===== src/rtl/booth_divider.sv =====
// Iterative radix-2 restoring divider with valid/ready handshakes on both sides.
// Produces one signed or unsigned division result {remainder, quotient} per operation.
module booth_divider #(
  parameter int XLEN = 32
) (
  input  logic              clk,
  input  logic              rst_n,
  input  logic [XLEN:0]     data1,
  input  logic [XLEN:0]     data2,
  input  logic              valid_i,
  output logic              ready_o,
  input  logic              ready_i,
  output logic              valid_o,
  output logic [2*XLEN-1:0] res
);

  localparam int CW = $clog2(XLEN + 1);

  typedef enum logic [1:0] {IDLE, CALC, FIX, DONE} state_t;

  state_t          state, state_next;
  logic [CW-1:0]   counter;
  logic            s1, s2;
  logic [XLEN:0]   rem, quo, dvs;
  logic [XLEN:0]   abs1, abs2;
  logic [XLEN+1:0] shifted;
  logic [XLEN:0]   diff;
  logic            ge;
  logic [XLEN-1:0] q_fix, r_fix;
  logic            div_zero;

  assign ready_o = (state == IDLE);
  assign valid_o = (state == DONE);

  // The magnitudes fit in XLEN+1 bits unsigned, so -(-2^XLEN) is still exact.
  always_comb begin
    abs1     = data1[XLEN] ? -data1 : data1;
    abs2     = data2[XLEN] ? -data2 : data2;
    div_zero = (data2 == '0);
    shifted  = {rem, quo[XLEN]};
    ge       = (shifted >= {1'b0, dvs});
    diff     = shifted[XLEN:0] - dvs;
    q_fix    = (s1 ^ s2) ? -quo[XLEN-1:0] : quo[XLEN-1:0];
    r_fix    = s1 ? -rem[XLEN-1:0] : rem[XLEN-1:0];
  end

  always_comb begin
    state_next = state;
    case (state)
      IDLE: if (valid_i) state_next = div_zero ? DONE : CALC;
      CALC: if (counter == CW'(XLEN)) state_next = FIX;
      FIX:  state_next = DONE;
      DONE: if (ready_i) state_next = IDLE;
      default: state_next = IDLE;
    endcase
  end

  always_ff @(posedge clk) begin
    if (!rst_n) begin
      state   <= IDLE;
      counter <= '0;
      res     <= '0;
      s1      <= 1'b0;
      s2      <= 1'b0;
      rem     <= '0;
      quo     <= '0;
      dvs     <= '0;
    end else begin
      state <= state_next;
      case (state)
        IDLE: begin
          if (valid_i) begin
            s1      <= data1[XLEN];
            s2      <= data2[XLEN];
            quo     <= abs1;
            dvs     <= abs2;
            rem     <= '0;
            counter <= '0;
            if (div_zero) res <= {data1[XLEN-1:0], {XLEN{1'b1}}};
          end
        end
        // The dividend register doubles as the quotient shift register.
        CALC: begin
          rem     <= ge ? diff : shifted[XLEN:0];
          quo     <= {quo[XLEN-1:0], ge};
          counter <= counter + 1'b1;
        end
        FIX: res <= {r_fix, q_fix};
        default: ;
      endcase
    end
  end

endmodule


===== config.mk =====
export PLATFORM = sky130hd
export DESIGN_NAME = booth_divider
export DESIGN_NICKNAME = d
export VERILOG_FILES = /design/src/rtl/booth_divider.sv
export SDC_FILE = /design/constraint.sdc
export NUM_CORES = 1
export LEC_CHECK = 0
export CAP_MARGIN = 20
export CORE_MARGIN = 2
export CORE_UTILIZATION = 50
export DETAILED_ROUTE_END_ITERATION = 8
export GPL_TIMING_DRIVEN = 1
export PLACE_DENSITY = 0.73
export SETUP_SLACK_MARGIN = 0.2
export SLEW_MARGIN = 0
export SYNTH_ARGS = -nofsm -noshare
export SYNTH_HDL_FRONTEND = slang
export SYNTH_SLANG_ARGS = --single-unit

===== constraint.sdc =====
create_clock -name clk -period 3.3 [get_ports clk]
set_input_delay 0.66 -clock clk [delete_from_list [all_inputs] [get_ports clk]]
set_output_delay 0.66 -clock clk [all_outputs]
set_load 0.03 [all_outputs]

# Word-level counts from Yosys, hierarchy flattened
# Index checks and enable logic that the tools add are counted.
[word_totals]
wordCells = 51
out_inout_bits = 66
input_bits = 70
ff_bits = 173
[op_classes]
eq_ne = 8
addsub = 6
magnitude_cmp = 1
reduce_logical = 8
n_bitwise = 1
muxes = 19
[op_table]
columns = ["operator", "count"]
rows = [
  ["$mux 33", 5],
  ["$pmux 33 s2", 2],
  ["$mux 64", 2],
  ["$pmux 64 s2", 1],
  ["$neg 33->33", 2],
  ["$mux 32", 2],
  ["$neg 32->32", 2],
  ["$ge 34x33->1", 1],
  ["$logic_not 33->1", 1],
  ["$sub 33x33->33", 1],
  ["$pmux 6 s2", 1],
  ["$mux 2", 4],
  ["$pmux 2 s4", 1],
  ["$add 6x1->6 const B", 1],
  ["$eq 6x6->1 const B", 1],
  ["$mux 6", 1],
  ["$ne 2x2->1 const B", 3],
  ["$reduce_and 3->1", 2],
  ["$eq 2x2->1 const B", 2],
  ["$reduce_and 2->1", 2],
  ["$reduce_bool 2->1", 2],
  ["$eq 2x1->1 const B", 1],
  ["$logic_not 2->1", 1],
  ["$ne 2x1->1 const B", 1],
  ["$xor 1x1->1", 1],
]

# Depth between registers and ports, before layout
[depth]
depth_word = 4
ltp_mapped = 14
mapped_depth_nobuf = 12

# Worst setup path after synthesis
# No wires, ideal clock.
[synth_timing]
kind = "input to register"
startpoint = "in data2[1]"
endpoint = "reg dvs[28]"
setup_time_ps = 86
t_arrival_ps = 2934
cell_stages = 9
required_ps = 3214
n_path_buf = 0
path_slack_ps = 281
path_cell_list = "inv_1 -> ha_1 -> or3b_2 -> or4_1 -> or2_2 -> or3_1 -> o21ai_0 -> xor2_1 -> a211oi_1"
[synth_via]
elab_chain_cells = 2
[synth_rtl]
columns = ["element", "line", "text"]
rows = [
  ["start: declaration", "9", "input logic [XLEN:0] data2,"],
  ["$neg 33->33", "38", "abs2 = data2[XLEN] ? -data2 : data2;"],
  ["$mux 33", "38", ""],
  ["end signal: assignment", "76", "dvs <= abs2;"],
  ["end: declaration", "24", "logic [XLEN:0] rem, quo, dvs;"],
]
# No other way between the ends.
# A chain may end at the register's enable or synchronous reset.

# Worst setup path after layout
[layout_timing]
startpoint = "in data2[2]"
endpoint = "reg res[47]"
[layout_via]
elab_chain_cells = 3
[layout_rtl]
columns = ["element", "line", "text"]
rows = [
  ["$logic_not 33->1", "39", "div_zero = (data2 == '0);"],
  ["$ne 2x1->1 (no source line)", "-", ""],
  ["$reduce_and 3->1 (no source line)", "-", ""],
  ["end signal: assignment", "79", "if (div_zero) res <= {data1[XLEN-1:0], {XLEN{1'b1}}};"],
  ["end signal: assignment", "88", "FIX: res <= {r_fix, q_fix};"],
  ["end: declaration", "14", "output logic [2*XLEN-1:0] res"],
]
# No other way between the ends.

==> flow_metrics.py <==
metrics = {
    "outcome": {
        "status": "finished, final reports clean",
    },
    "detailed_routing": {
        "vias": 11500,
        "wl_per_cell_um": 18.1,
        "ant_nets": 0,
        "drt-pass1-iter-count": 5,
        "drt-total-wl_mm": 35.2,
        "viasPerCell": 5.94,
        "drc": 0,
        "initialDrtViolationCount": 1153,
    },
    "logic_synthesis": {
        "synth-edff-count": 0,
        "synth.ff_latch_count": 173,
        "synth_cell_types": 73,
        "ys_seq_area_frac": 0.305,
        "synth_area_mm2": 0.0114,
        "synth_cells": 1449,
        "ys.warnings.count": 0,
        "syn_area_per_cell_um2": 7.84,
        "syn_nets": 1563,
        "ys_async_sr_fraction": 0,
        "ys.flop_type": "dfxtp_1",
    },
    "sta": {
        "rsz0062_at_grt": "no",
        "tightestPinTransition_ns": 0.843,
        "finalCritPeriodShare": 0.923,
        "hold_viol": 0,
        "post-route-min-period_ns": 3.04,
        "setup-tns-final_ns": 0,
        "relSlewSlack": 0.437,
        "fmax_ghz": 0.328,
        "setup_violations": 0,
        "skew_ns": 0.0147,
        "slew_viol_final": 0,
    },
    "worst_setup_path": {
        "reg2reg_depth": 12,
        "cp-end-kind": "register",
        "worst_setup_path_start_kind": "input pin",
        "cp_num_cells": 10,
        "cpPeakStageDelay_ns": 0.53,
        "crit_fanout": 11,
        "r2r_setup_slack_ns": 0.32,
        "arrival_ns": 3.42,
        "cp_top_family": "simple AND/OR/NAND/NOR gates",
        "reg2reg_from": "dvs[0]",
        "crit_buf_inv": 3,
        "worstSetupPathType": "input pin to register",
        "r2r-end": "rem[0]",
        "crit_slowest_cell": "or4_4",
        "path_cells": "clkdlybuf4s50_1 -> or3b_4 -> or4_4 -> nor4_4 -> and4_4 -> a21o_4 -> buf_12 -> buf_16 -> o21ai_0 -> a21oi_1",
        "required_ns": 3.67,
    },
    "cells_and_area": {
        "final_common_cell": "dfxtp_1",
        "fin_nets": 1754,
        "final_core_util": 0.650,
        "fill_cells": 1905,
        "area_delta_synth_final_pct": 28.4,
        "diodes": 0,
        "final_cell_mix": "173 x dfxtp_1, 167 x nand2_1, 133 x clkdlybuf4s50_1",
        "drive_gt1_frac": 0.126,
    },
    "die": {
        "pin_count": 136,
        "dieHeight_um": 155,
        "initial_core_util": 0.506,
        "coreArea_mm2": 0.0224,
        "dieArea_mm2": 0.0239,
        "rows": 55,
        "die_x_um": 155,
    },
    "power": {
        "power.density_mw_per_mm2": 748,
        "ir_drop_v": 0.000389,
        "power.total_w": 0.0109,
        "p_leak_nw": 5.89,
    },
    "grt": {
        "grt_remaining_overflow": 0,
        "grt_pass1_wl_mm": 54.9,
        "grt_start_max_net_pins": 87,
        "grt_pass1_vias": 10700,
        "track_usage": 0.284,
        "antenna_found_initial": 0,
    },
    "place": {
        "place_congestion": 0.938,
        "dp_hpwl_mm": 26.4,
        "portBuffers": 135,
    },
    "clock_tree": {
        "h-tree-depth": 4,
        "cts-buffers-inserted": 17,
        "cts.sinks": 173,
        "root_buffer": "clkbuf_16",
        "cts.clk_slew.worst_paths_ns": 0.07,
        "cts_hold_buf": 0,
        "cts_tree": "yes",
        "clockBufferDepth": 2,
        "clk_latency_ns": 0.44,
    },
    "worst_hold_path": {
        "min_from": "dvs[19]",
        "holdPathEnd": "dvs[19]",
        "hold_path.class": "register to register",
        "whs_path_depth": 2,
    },
    "run": {
        "drv_cap": 0,
    },
}
-- worst max-delay path by stage --
stage	from	to	slack, ns
final	data2[2]	res[47]	0.26
after global routing	data2[2]	res[17]	0.18
after CTS	quo[32]	rem[6]	0.20
after detailed placement	data2[1]	res[50]	-0.45
after global placement	data2[1]	res[46]	-0.37
after floorplan	data2[1]	dvs[28]	0.28
-- through the flow --
stage | cell area [um^2] | hold slack [ns] | std cells | worst slack [ns]
2_1_floorplan | 11400 | 0.432 | 1449 | 0.281
5_1_grt | 14600 | 0.472 | 1938 | 0.182
3_3_place_gp | 13700 | 0.441 | 1895 | -0.371
6_report | 14600 | 0.454 | 1938 | 0.255
4_1_cts | 14300 | 0.454 | 1930 | 0.197
3_5_place_dp | 13700 | 0.444 | 1895 | -0.451
-- flip-flops by register name (all words and copies together), names as in the netlist --
signal   cells
s2           1
s1           1
state        2
res         64
quo         33
rem         33
counter      6
dvs         33
-- power by group --
part	switching [W]	total, W	internal (W)	leakage (nW)
registers	0.000437	0.00296	0.00253	1.41
clock network	0.000984	0.00201	0.00103	0.282
logic	0.00343	0.00592	0.00249	4.20
-- cell usage after synthesis (8+ instances only) --
master    instances  area (um^2)
nor2b_1           8         50.1
and3_1            8         50.1
or3_1            16          100
o21ai_0         116          581
a211oi_1         28          210
a31oi_1          12         75.1
mux2i_1          35          350
xor2_1           85          744
o31ai_1          30          225
o41ai_1          17          149
nor4_1           11         68.8
ha_1             43          538
nand2_1         167          627
dfxtp_1         173         3460
a222oi_1         17          170
a21oi_1         105          526
a21boi_0         17          128
or4_1            16          120
inv_1            58          218
nor2_1          115          432
nand4_1          12         75.1
a21o_1           35          263
buf_2            10         50.1
or2_2             8         50.1
nand3_1          19         95.1
nor3_1           17         85.1
xnor2_1          65          569
clkbuf_1         76          285
o211ai_1         26          195
-- area by class of cell --
type | count | area (um^2) | area share
tap | 285 | 357 | 0.0245
timing repair buffer | 267 | 2550 | 0.175
clock buffer | 18 | 439 | 0.0301
inverter | 61 | 229 | 0.0157
clock inverter | 14 | 148 | 0.0101
multi-input combinational | 1120 | 7390 | 0.507
sequential | 173 | 3460 | 0.238
-- timing repair --
| item | CTS | global route |
|---|---|---|
| setup buffers | 2 | 2 |
| pin swaps | 2 | 8 |
| gates cloned | 1 | 5 |
| setup endpoints to repair | 100 | 100 |
| gates resized for setup | 12 | 27 |
-- worst min-delay path: cells and delay by family, from the launching register on --
family           cells  cell delay, ns
AO/OA/AOI/OAI        1            0.05
flip-flops           1            0.31
AND/OR/NAND/NOR      1            0.05
-- metal layers --
layer	vias to the layer above	part of all wire	GRT usage	routed length [um]
li1	5626	-	-	-
met2	441	0.47	0.472	16600
met5	-	0	0	0
met4	0	0.049	0.142	1710
met1	5359	0.42	0.360	14800
met3	80	0.060	0.0443	2090
-- kinds of logic after synthesis --
family / Yosys count / share of synthesized area
AO/OA/AOI/OAI: 466 / 0.269
AND/OR/NAND/NOR: 425 / 0.175
flip-flops: 173 / 0.305
buffers and inverters: 156 / 0.0553
XOR/XNOR: 150 / 0.116
adder cells (fa/ha/maj): 44 / 0.0491
multiplexers: 35 / 0.0309
(Power assumes the default switching activity.)
